[config.mk]
export PLATFORM = sky130hd
export DESIGN_NAME = ram64_seq_loader
export DESIGN_NICKNAME = d
export VERILOG_FILES = /design/src/rtl/ram64_seq_loader.sv
export SDC_FILE = /design/constraint.sdc
export NUM_CORES = 1
export LEC_CHECK = 0
export ABC_AREA = 1
export CAP_MARGIN = 20
export CELL_PAD_IN_SITES_DETAIL_PLACEMENT = 0
export CELL_PAD_IN_SITES_GLOBAL_PLACEMENT = 2
export CORE_ASPECT_RATIO = 1.2
export CORE_MARGIN = 8
export CORE_UTILIZATION = 20
export DETAILED_ROUTE_END_ITERATION = 6
export HOLD_SLACK_MARGIN = 0.1
export PLACE_DENSITY_LB_ADDON = 0.1
export SLEW_MARGIN = 0
export SYNTH_ARGS = -nofsm -noshare
export SYNTH_HDL_FRONTEND = slang
export SYNTH_SLANG_ARGS = --single-unit
[constraint.sdc]
create_clock -name clk -period 1.5 [get_ports clk]
set_input_delay 0.3 -clock clk [delete_from_list [all_inputs] [get_ports clk]]
set_output_delay 0.3 -clock clk [all_outputs]
set_load 0.05 [all_outputs]
[src/rtl/ram64_seq_loader.sv]
// ram64_seq_loader
//   Command-driven sequencer placed directly in front of a RAM64 block. It owns
//   the RAM in/load/address pins and turns block commands into one-word-per-cycle
//   accesses:
//     FILL  (00) : write a constant over [base, base+len)
//     WRITE (01) : write a valid/ready byte stream over [base, base+len)
//     READ  (10) : stream [base, base+len) out with zero read latency
//     11         : reserved, accepted and completed without any RAM access
//   Addresses wrap modulo 2**AW.
//
// Ports
//   clk, reset                 : clock, synchronous active-high reset
//   cmd_valid/cmd_ready        : command handshake (ready only in IDLE)
//   cmd_op/base/len/fill       : command fields (len 0..2**AW)
//   wr_valid/wr_ready/wr_data  : write stream (ready while in WRITE)
//   rd_valid/rd_ready/rd_data  : read stream (valid while in READ)
//   ram_in/ram_load/ram_address: to RAM64
//   ram_out                    : from RAM64
//   busy                       : not IDLE
//   done                       : one-cycle pulse at command completion
module ram64_seq_loader #(
    parameter int WIDTH = 8,
    parameter int AW    = 6
) (
    input  logic             clk,
    input  logic             reset,
    input  logic             cmd_valid,
    output logic             cmd_ready,
    input  logic [1:0]       cmd_op,
    input  logic [AW-1:0]    cmd_base,
    input  logic [AW:0]      cmd_len,
    input  logic [WIDTH-1:0] cmd_fill,
    input  logic             wr_valid,
    input  logic [WIDTH-1:0] wr_data,
    output logic             wr_ready,
    output logic             rd_valid,
    output logic [WIDTH-1:0] rd_data,
    input  logic             rd_ready,
    output logic [WIDTH-1:0] ram_in,
    output logic             ram_load,
    output logic [AW-1:0]    ram_address,
    input  logic [WIDTH-1:0] ram_out,
    output logic             busy,
    output logic             done
);

    localparam int LW = AW + 1;

    localparam logic [1:0] OP_FILL  = 2'b00;
    localparam logic [1:0] OP_WRITE = 2'b01;
    localparam logic [1:0] OP_READ  = 2'b10;

    typedef enum logic [2:0] {
        S_IDLE,
        S_FILL,
        S_WRITE,
        S_READ,
        S_DONE
    } state_t;

    state_t           state;
    logic [AW-1:0]    ptr;
    logic [LW-1:0]    remaining;
    logic [WIDTH-1:0] fill_reg;
    logic             xfer;

    // One word moves per cycle in FILL; WRITE/READ move only on a handshake.
    always_comb begin
        xfer = 1'b0;
        case (state)
            S_FILL:  xfer = 1'b1;
            S_WRITE: xfer = wr_valid;
            S_READ:  xfer = rd_ready;
            default: xfer = 1'b0;
        endcase
    end

    always_ff @(posedge clk) begin
        if (reset) begin
            state     <= S_IDLE;
            ptr       <= '0;
            remaining <= '0;
            fill_reg  <= '0;
        end else begin
            case (state)
                S_IDLE: begin
                    if (cmd_valid) begin
                        ptr       <= cmd_base;
                        remaining <= cmd_len;
                        fill_reg  <= cmd_fill;
                        if (cmd_len == '0 || cmd_op == 2'b11)
                            state <= S_DONE;
                        else if (cmd_op == OP_FILL)
                            state <= S_FILL;
                        else if (cmd_op == OP_WRITE)
                            state <= S_WRITE;
                        else
                            state <= S_READ;
                    end
                end
                S_FILL, S_WRITE, S_READ: begin
                    if (xfer) begin
                        ptr       <= ptr + AW'(1);
                        remaining <= remaining - LW'(1);
                        if (remaining == LW'(1))
                            state <= S_DONE;
                    end
                end
                S_DONE:  state <= S_IDLE;
                default: state <= S_IDLE;
            endcase
        end
    end

    assign cmd_ready   = (state == S_IDLE);
    assign busy        = (state != S_IDLE);
    assign done        = (state == S_DONE);
    assign wr_ready    = (state == S_WRITE);
    assign rd_valid    = (state == S_READ);
    assign rd_data     = ram_out;
    assign ram_address = ptr;

    // Gating with reset stops the in-flight word from landing on the edge
    // that aborts the command, so only words completed before reset remain.
    assign ram_load = !reset && ((state == S_FILL) || (state == S_WRITE && wr_valid));

    always_comb begin
        ram_in = '0;
        case (state)
            S_FILL:  ram_in = fill_reg;
            S_WRITE: ram_in = wr_data;
            default: ram_in = '0;
        endcase
    end

endmodule

* Word-level counts from Yosys, hierarchy flattened
Index checks and enable logic that the tools add are counted.
** Storage, ports and cells
- Word-level logic and storage cells :: 45
- Output and inout port bits :: 28
- Bits of input ports :: 44
- Bits in registers :: 24
** Cells by class
- Equality and inequality tests :: 10
- Mux-type cells :: 15
- Add/subtract/negate cells :: 2
- Reductions and logical operators :: 14
** Operators with widths (count)
- one-hot mux 8 bit (2 select lines) :: 1
- 2-to-1 mux 7 bit :: 2
- one-hot mux 7 bit (2 select lines) :: 1
- 2-to-1 mux 3 bit :: 4
- 2-to-1 mux 6 bit :: 2
- one-hot mux 6 bit (2 select lines) :: 1
- equality test 7 x 1 -> 1 bit (second input constant) :: 1
- logical NOT 7 bit :: 1
- subtractor 7 x 1 -> 7 bit (second input constant) :: 1
- adder 6 x 1 -> 6 bit (second input constant) :: 1
- equality test 3 x 2 -> 1 bit (second input constant) :: 2
- inequality test 2 bit (second input constant) :: 3
- one-hot mux 3 bit (2 select lines) :: 1
- AND reduction 3 bit :: 2
- equality test 3 x 1 -> 1 bit (second input constant) :: 1
- equality test 3 bit (second input constant) :: 1
- logical NOT 3 bit :: 1
- one-hot mux 1 bit (3 select lines) :: 1
- nonzero test 3 bit :: 1
- OR reduction 3 bit :: 1
- equality test 2 x 1 -> 1 bit (second input constant) :: 1
- equality test 2 bit (second input constant) :: 1
- logical AND 1 bit :: 2
- logical NOT 2 bit :: 1
- 6 further kinds :: 7

* Longest topological paths before layout
- Depth in word-level cells :: 6
- Depth in mapped cells :: 11
- Gate-level depth less buffers :: 11

* Worst setup path after synthesis
Ideal clock, no wire load.
- Path type :: reg-to-output
- Start point :: register state[2]
- End point :: output port ram_in[0]
- Data arrival time :: 2.050 ns
- Slack :: -0.850 ns
- Cell stages (with the launch flop) :: 6
- Buffers on the path :: 0
- Cells stage by stage :: dfxtp_1 -> inv_2 -> nand2_1 -> nor2_1 -> nand2_1 -> o21ai_0
** On the way
- Word-level cells in the longest chain between the ends :: 2
- Elaborated cells on any way between the ends :: 3
- Those cells by class :: eq/ne (2); mux (1)
** Ends and longest elaborated chain
- start: declaration :: line 61 : state_t state;
- start signal: assignment :: line 80 : state <= S_IDLE;
- start signal: assignment :: line 92 : state <= S_DONE;
- start signal: assignment :: line 94 : state <= S_FILL;
- equality test 3 x 2 -> 1 bit
- via wr_ready :: line 35 : output logic wr_ready,
- one-hot mux 8 bit (2 select lines) :: line 129 : case (state)
- end: declaration :: line 39 : output logic [WIDTH-1:0] ram_in,
The timed path passes the listed nets, and every way through them passes these cells.

* Worst setup path in the final report
- Start point :: register state[1]
- End point :: output port ram_in[3]
** On the way
- Word-level cells in the longest chain between the ends :: 2
- Elaborated cells on any way between the ends :: 3
- Those cells by class :: eq/ne (2); mux (1)
** Ends and longest elaborated chain (line)
- equality test 3 x 2 -> 1 bit or equality test 3 x 1 -> 1 bit (tied branches) :: 129
- one-hot mux 8 bit (2 select lines) * :: 129
Mark *: on every way between the ends. The rest lies on a longest branch, timed or not.

==> metrics.txt <==
run status finished with violations; failing checks negative setup slack; placed cell count 401; number of buffer cells added on primary ports 55; DR DRC count 0; clock tree root driver cell clkbuf_8; TritonCTS clock tree built; Die W 96.6 um; total die area 10,900 um2; class of the worst hold path register to register; kind of critical path register to output pin; First-pass DRT Iterations 4; Setup crit end kind output pin; Slew headroom 0.809; DRC violation total after the first TritonRoute iteration 84; slack of the worst reg-to-reg path 40 ps; post-synth design cell area 1560 um2; Synth Flop Type dfxtp_1; routed length per instance 12.6 um; depth of the worst register-to-register path 9; endpoint of the worst-slack reg-to-reg timing path remaining[6]; startpoint of the lowest-slack register-to-register path state[1]; post-route worst setup slack -128 ps; final worst path period share 1.09; starting utilization of the core area 0.204; unrepaired setup endpoints after global routing true; Min Clock Period, post-route 1630 ps; number of cells on the worst hold path 2; Post-DP HPWL 4.03 mm; Vert. Die Dim 113 um; deepest level of the CTS H-tree 1; Reg clk slew, reported paths 90 ps; delay of the slowest cell on the worst path 380 ps; clock sinks 24; CTS Hold Buffers Added 0; count of state elements after synthesis 24; clock buffer depth 2; type of origin of the critical path register; required time worst endpoint 1200 ps; antenna cells 0; Core Box Area 7620 um2; Post-Synthesis Mean Instance Area 6.21 um2; IO Count 72; power density normalized to cell area 2190 nW/um2; cell with the most instances after synthesis nand2_1; cell with the most instances on the worst path buf_12; transition time at the pin with the least slew margin 285 ps; number of endpoints with negative hold slack in the final report 0; Slew Viols, Final 0; distinct cell type count of the synthesized netlist 24; Mapped Nets 298; Detailed Route WL 5.19 mm; dominant cell type by area after synthesis dfxtp_1; cells after synthesis 251; upper clock frequency limit 614 MHz; most frequent cells after synthesis 61 x nand2_1, 43 x nor2_1, 24 x dfxtp_1, 24 x inv_1, 24 x o21ai_0; maximum number of pins on one net before global-route repair 17; Synth async-reset ratio 0; Global Route Usage Sum 0.0990; standard-cell row count 35; fraction of layout instances using a drive strength above 1 0.288; max-cap viol count 0; critical hold path startpoint fill_reg[2]; slowest library cell on the worst path dfxtp_4; cell leakage power 1.18 nW; setup violators final 9; nets 369; portion of synthesized cell area occupied by the leading cell type 0.308; Critical Path, Cell by Cell inv_2 > nand3_2 > buf_12 > o21ai_2 > buf_12; pre-CTS worst setup slack -139 ps; GPL Wtd Cong 0.729; Post-Layout Cell Count 412; Largest register FFs 8; initial antenna violation count 0; ranking of synthesized cells by area dfxtp_1 31%, nand2_1 15%, nor2_1 10%, o21ai_0 7.7%, inv_1 5.8%; VDD IR max 0.00140 V; first-pass GRT wire length 8.60 mm; post-synthesis sequential area ratio 0.308; clock latency reported for the late side of the worst-skew pair 270 ps; number of vias in the routed layout 1,757; hold path endpoint fill_reg[2]; top fanout value on the critical path 8; skew final 4.49 ps; Layout area overhead 76.7%; arrival time at the worst endpoint 1330 ps; number of enable-type register cells in the synthesized netlist 0; count of nets left with antenna violations after detail routing 0; Via density 4.26; total clock buffers created by CTS 3; via count of the first global-routing pass 1,808; overall overflow remaining after global route 0; count of synthesis-stage warnings from yosys 0
## cell usage in the layout (no fill, tap or decap)
cell	n
nand2_1	55
nor2_1	39
clkdlybuf4s50_1	35
inv_1	22
dfxtp_1	21
buf_12	21
buf_4	19
nand3_1	16
o21ai_0	13
a21oi_1	11
nor2_4	8
o21ai_2	8
o21ai_4	5
nand2_2	5
o21ai_1	5
inv_4	4
buf_6	4
inv_2	3
nand4_1	3
ha_1	3
clkbuf_8	3
nand3_2	2
nand3b_1	2
or2_2	2
dfxtp_4	2
nand2_4	1
nand2_8	1
clkinvlp_4	1
and2_4	1
nor2_2	1
nor3_1	1
o21bai_1	1
xor2_1	1
dfxtp_2	1
## how the worst max path moves through the flow
stage | slack (ps) | end | from
final | -130 | ram_in[3] | state[1]
after detailed placement | -140 | ram_load | wr_valid
after CTS | -140 | ram_in[5] | state[1]
after floorplan | -80 | ram_in[0] | state[2]
after global routing | -180 | ram_in[1] | state[1]
after global placement | -130 | ram_load | wr_valid
## per-stage QoR
step	instance area, um2	setup TNS (ps)	total power, mW	utilization	hold slack (ps)
final	2750	-997	6.03	0.361	479
after global routing	2750	-2260	6.55	0.361	506
after CTS	2650	-1230	5.92	0.348	483
after detailed placement	2520	-1120	5.24	0.330	469
after global placement	2520	-885	5.26	0.330	463
after floorplan	1610	-740	3.58	-	451
## cell type report
| type | count | area [um2] |
|---|---|---|
| Clock buffer | 3 | 41.3 |
| Fill cell | 849 | 4870 |
| Inverter | 30 | 126 |
| Multi-Input combinational cell | 184 | 1020 |
| Sequential cell | 24 | 489 |
| Tap cell | 92 | 115 |
| Timing Repair Buffer | 79 | 958 |
## repair_timing
item                                    in CTS  in global routing
gates resized for setup                     15                 25
hold endpoints to repair                     0                  0
pin swaps                                    7                  4
cloned                                       1                  0
endpoints found under the setup margin      13                 29
setup buffers                                5                  2
## power by group
part,internal (mW),switching (mW)
clock network,0.180,0.218
logic,1.98,2.46
registers,0.913,0.291
total,3.07,2.96
## cell families (layout without fill, tap and decap cells)
kind of cell	Yosys count	after routing	share of synthesized area
adder cells (fa/ha/maj)	3	3	0.0241
flip-flops	24	24	0.308
buffers and inverters	44	112	0.137
AO/OA/AOI/OAI	43	43	0.140
AND/OR/NAND/NOR	136	137	0.385
XOR/XNOR	1	1	0.00562
## layer usage
metal | share of wire | vias to the layer above | global-route usage
met1 | 0.46 | 781 | 0.117
met3 | 0.055 | 2 | 0.0160
met5 | 0 | - | 0
li1 | - | 931 | -
met4 | 0.0073 | 0 | 0.0273
met2 | 0.48 | 43 | 0.175
## worst max-delay path: cells and delay by family (launching register included)
kind | cells | cell delay [ps]
flops | 1 | 380
simple gates | 1 | 120
buf+inv | 3 | 400
compound gates | 1 | 160
No activity file was read; power rests on OpenSTA's default activity.
==> patch 1: new RTL, config.mk and constraints unchanged <==
The 5 states of `state_t` get a one-hot encoding in 5 bits.
--- a/src/rtl/ram64_seq_loader.sv
+++ b/src/rtl/ram64_seq_loader.sv
@@ -52,8 +52,8 @@
 
-    typedef enum logic [2:0] {
-        S_IDLE,
-        S_FILL,
-        S_WRITE,
-        S_READ,
-        S_DONE
+    typedef enum logic [4:0] {
+        S_IDLE  = 5'b00001,
+        S_FILL  = 5'b00010,
+        S_WRITE = 5'b00100,
+        S_READ  = 5'b01000,
+        S_DONE  = 5'b10000
     } state_t;
Function: same outputs for any inputs over 10 cycles, from zero or initial values and one cycle with reset high; not proved beyond that.
==> patch 1 against the unedited design <==
- the flow still finishes with violations (setup timing)
- first-iteration DRC count fell by 49%
- highest routed layer unchanged
- count of clock-buffer cells in the layout rose by 1
- critical path depth rose by 1
- wire length rose by 19%
- total power fell by 7.0%
- design area rose by 21%
- synthesized cell count rose by 17%
- setup slack got worse by 0.14 ns
- hold slack improved by 0.015 ns
- sequential share of layout area fell by 1.6 points
- largest power group unchanged
- sequential cell count rose by 2
- area after synthesis rose by 14%
==> patch 1: results (changes against the unedited design) <==
| Metric | Value |
|---|---|
| Outcome | finished with violations (unchanged) |
| Failing checks | setup timing (unchanged) |
| Total GRT Usage | 10.3% (was 9.90%) |
| Critical Path AT | 1.47 ns (was 1.33 ns) |
| Share of the yosys chip area belonging to registers | 29.4% (was 30.8%) |
| Worst r2r src | state[2] (was state[1]) |
| P_leak | 1.47 nW (was 1.18 nW) |
| Distinct cells, synth | 25 (was 24) |
| Initial DRC count | 43 (was 84) |
| Pin count of the biggest net entering global routing | 16 (was 17) |
| Routed wire length | 6170 um (was 5190 um) |
| Vias per cell | 4.01 (was 4.26) |
| Place WS | -0.182 ns (was -0.139 ns) |
| Final setup fails | 27 (was 9) |
| Synthesized Nets | 340 (was 298) |
| Hold Slack | 0.494 ns (was 0.479 ns) |
| Max IR drop VDD | 0.573 mV (was 1.40 mV) |
| Crit-path max FO | 5 (was 8) |
| DPL Wire Length | 4800 um (was 4030 um) |
| Reg2reg end | remaining[5] (was remaining[6]) |
| First-pass GRT wire length | 9990 um (was 8600 um) |
| Max_slew headroom | 75.1% (was 80.9%) |
| WHS Endpoint | remaining[1] (was fill_reg[2]) |
| Vias in the first global route | 2072 (was 1808) |
| Worst R2R Path Depth | 12 (was 9) |
| Setup ws final | -0.272 ns (was -0.128 ns) |
-- patch 1: cell types whose count changed after synthesis, moves of 6 or more --
cell     before  now
nand2_1      61   81
inv_1        24   39
o21ai_1       7    0
inv_2         6    0
nand3_1      16   22
-- patch 1: what timing repair did --
item	in CTS	in global routing
gates cloned	1	0
setup buffers	7	7
setup endpoints to repair	30	38
resized for setup	25	33
pin swaps	3	14
-- patch 1: stage by stage --
stage / area (um^2) / total power [mW] / std cells
floorplan: 1930 / 3.22 / 293
global placement: 2960 / 4.42 / 486
detailed placement: 2960 / 4.42 / 486
CTS: 3150 / 5.31 / 497
global route: 3330 / 6.09 / 503
finish: 3330 / 5.61 / 503
-- patch 1: worst max path at each step --
| stage | from | endpoint | slack [ns] |
|---|---|---|---|
| floorplan | state[3] | ram_in[0] | -0.13 |
| global placement | cmd_len[0] | state[4] | -0.14 |
| detailed placement | wr_valid | state[1] | -0.18 |
| CTS | state[3] | ram_in[7] | -0.29 |
| global route | state[2] | ram_in[1] | -0.33 |
| finish | state[2] | ram_in[1] | -0.27 |
-- patch 1: cell families after synthesis --
| group | count (synthesis) | share of synthesized area [%] |
|---|---|---|
| buf+inv | 57 | 15.5 |
| fa+ha+maj | 3 | 2.12 |
| flops | 26 | 29.4 |
| xor+xnor | 5 | 2.47 |
| compound gates | 34 | 9.96 |
| simple gates | 168 | 40.5 |
-- patch 1: report_power, final --
part	total, mW	internal [mW]	switching, mW
combinational	3.97	1.87	2.10
sequential	1.17	0.964	0.206
clock	0.477	0.235	0.242
total	5.61	3.07	2.54
-- patch 1: cell type report --
type / instances / area, um^2 / share of cell area [%]
well taps: 117 / 146 / 4.40
inverters: 40 / 161 / 4.85
repair buffers: 106 / 1190 / 35.7
flip-flops and latches: 26 / 537 / 16.1
multi-input cells: 210 / 1240 / 37.3
clock buffers: 4 / 55.1 / 1.66
-- patch 1: worst max-delay path: cells and delay by family, from the launching register on --
| family | cells | cell delay (ns) |
|---|---|---|
| AO/OA/AOI/OAI | 1 | 0.16 |
| buffers and inverters | 3 | 0.44 |
| flip-flops | 1 | 0.37 |
| AND/OR/NAND/NOR | 2 | 0.21 |
-- patch 1: per-layer routing --
metal | vias to the layer above | share of wire (%) | global-route usage [%]
met3 | 4 | 5.3 | 2.86
met1 | 886 | 43 | 11.7
li1 | 1088 | - | -
met5 | - | 0 | 0
met2 | 37 | 51 | 18.0
met4 | 0 | 0.96 | 2.85
==> patch 2: new RTL, same flow settings <==
Made on the original files. Change the parameter `WIDTH` from 8 to 12.
--- a/src/rtl/ram64_seq_loader.sv
+++ b/src/rtl/ram64_seq_loader.sv
@@ -21,3 +21,3 @@
 module ram64_seq_loader #(
-    parameter int WIDTH = 8,
+    parameter int WIDTH = 12,
     parameter int AW    = 6
Interface: changed (5 resized); port bits go from 72 to 92. No check against the original RTL was run, so the function may have changed too.
==> patch 2 against the unedited design <==
- the run still ends with setup timing left
- sequential cell count rose by 4
- wire length up 33%
- setup slack lost 0.089 ns
- fmax is 5.2% lower
- area after synthesis is 17% higher
- cell count up 23%
- design area grew 31%
- sequential power increased by 5%
- total power is 28% higher
- core utilization up 4.1 points
- register-to-register slack worse by 0.24 ns
- largest power group unchanged
- highest routed layer unchanged
==> patch 2: results (changes against the unedited design) <==
| Metric | Value |
|---|---|
| Max FFs per register | 12 (was 8) |
| Layout Skew | 0.00680 ns (was 0.00449 ns) |
| Synth async-reset ratio | 0% (unchanged) |
| Failing checks | setup timing (unchanged) |
| Top cells by area, synth | dfxtp_1 (31%), nand2_1 (16%), nor2_1 (8.9%) (was dfxtp_1 (31%), nand2_1 (15%), nor2_1 (10%)) |
| Outcome | finished with violations (unchanged) |
| Pin count of the biggest net entering global routing | 25 (was 17) |
| Share of layout cells above drive strength 1 | 37.9% (was 28.7%) |
| CTS clk-pin slew, worst paths | 0.11 ns (was 0.09 ns) |
| Port bufs | 67 (was 55) |
| Root buffer cell | clkbuf_8 (unchanged) |
| Initial antenna violation count | 0 (unchanged) |
| Worst Tran Pin Value | 0.359 ns (was 0.285 ns) |
| Synthesized Nets | 352 (was 298) |
| Filler Cells Inserted | 987 (was 849) |
| Via count | 2111 (was 1757) |
| Synth cell count leaders | nand2_1 (78), nor2_1 (43), inv_1 (32), dfxtp_1 (28), o21ai_0 (28) (was nand2_1 (61), nor2_1 (43), dfxtp_1 (24), inv_1 (24), o21ai_0 (24)) |
| Final setup fails | 46 (was 9) |
| Gr ovfl total | 0 (unchanged) |
| Syn. warnings | 0 (unchanged) |
| First-pass GRT wire length | 10700 um (was 8600 um) |
| Max IR drop VDD | 1.03 mV (was 1.40 mV) |
| P_leak | 1.54 nW (was 1.18 nW) |
| Distinct cells, synth | 29 (was 24) |
| Max clock buf depth | 2 (unchanged) |
| Layout Nets | 445 (was 369) |
| Htree depth | 1 (unchanged) |
| Drt first pass iters | 4 (unchanged) |
| Initial DRC count | 37 (was 84) |
| DPL Wire Length | 4900 um (was 4030 um) |
| Vias in the first global route | 2157 (was 1808) |
| Setup ws final | -0.216 ns (was -0.128 ns) |
| Share of the yosys chip area belonging to registers | 30.7% (was 30.8%) |
| Per-cell routed wire length | 13.7 um (was 12.6 um) |
| Crit-path max FO | 3 (was 8) |
| CTS Buf Count | 3 (unchanged) |
| GPL Wtd Cong | 0.729 (about the same) |
| Skew-Pair Late Insertion Delay | 0.28 ns |
| Ys flop type | dfxtp_1 (unchanged) |
| Total GRT Usage | 10.8% (was 9.90%) |
| Ant. Diodes | 0 (unchanged) |
| Hold crit path type | reg -> reg (unchanged) |
-- patch 2: final timing paths --
| kind | start | endpoint | slack [ns] | cells past startpoint |
|---|---|---|---|---|
| hold / removal | fill_reg[0] | fill_reg[0] | 0.48 | 2 |
| setup reg to reg | state[1] | state[1] | -0.20 | 9 |
| setup / recovery | state[1] | done | -0.22 | 6 |
| hold reg to reg | fill_reg[0] | fill_reg[0] | 0.48 | 2 |
-- patch 2: final cells by class --
type	instances	area share (%)
clock buffer	3	1.15
timing repair buffer	108	37.5
multi-input combinational	209	36.4
sequential	28	15.9
clock inverter	1	0.834
inverter	36	4.07
tap	120	4.17
-- patch 2: kinds of logic after synthesis --
family / after synthesis / share of synthesized area, %
AND/OR/NAND/NOR: 156 / 37.5
buffers and inverters: 57 / 15.3
AO/OA/AOI/OAI: 47 / 13.4
flip-flops: 28 / 30.7
adder cells (fa/ha/maj): 3 / 2.06
XOR/XNOR: 2 / 0.961
-- patch 2: metal layers --
| layer | track usage [%] | wire length [um] | vias up |
|---|---|---|---|
| met5 | 0 | 0 | - |
| met4 | 2.81 | 38 | 0 |
| met3 | 1.73 | 278 | 2 |
| met2 | 20.6 | 3760 | 43 |
| met1 | 11.8 | 2820 | 964 |
| li1 | - | - | 1102 |
-- patch 2: critical path, stage by stage (launching register included) --
cell and delay (ns):
dfxtp_4 0.38, buf_6 0.12, buf_6 0.11, nor2_4 0.19
inv_2 0.08, nor2_4 0.13, buf_12 0.14
-- patch 2: repair_timing --
action                                  in CTS  in global routing
resized for setup                           68                 29
pin swaps                                   10                  7
endpoints found under the setup margin      31                 46
buffers inserted                            12                  5
gates cloned                                 2                  4
hold endpoints to repair                     0                  0
-- patch 2: where the power goes --
group	internal, mW	switching (mW)
Combinational	2.66	3.16
Clock	0.358	0.269
Sequential	1.04	0.225
Total	4.06	3.66
-- patch 2: through the flow --
stage | setup TNS (ns) | instances | instance area (um^2) | hold WS, ns
3_3_place_gp | -2.56 | 479 | 3000 | 0.447
5_1_grt | -9.98 | 505 | 3600 | 0.504
4_1_cts | -7.25 | 496 | 3350 | 0.483
2_1_floorplan | -1.78 | 293 | 1910 | 0.370
6_report | -6.34 | 505 | 3600 | 0.478
3_5_place_dp | -2.77 | 479 | 3000 | 0.453
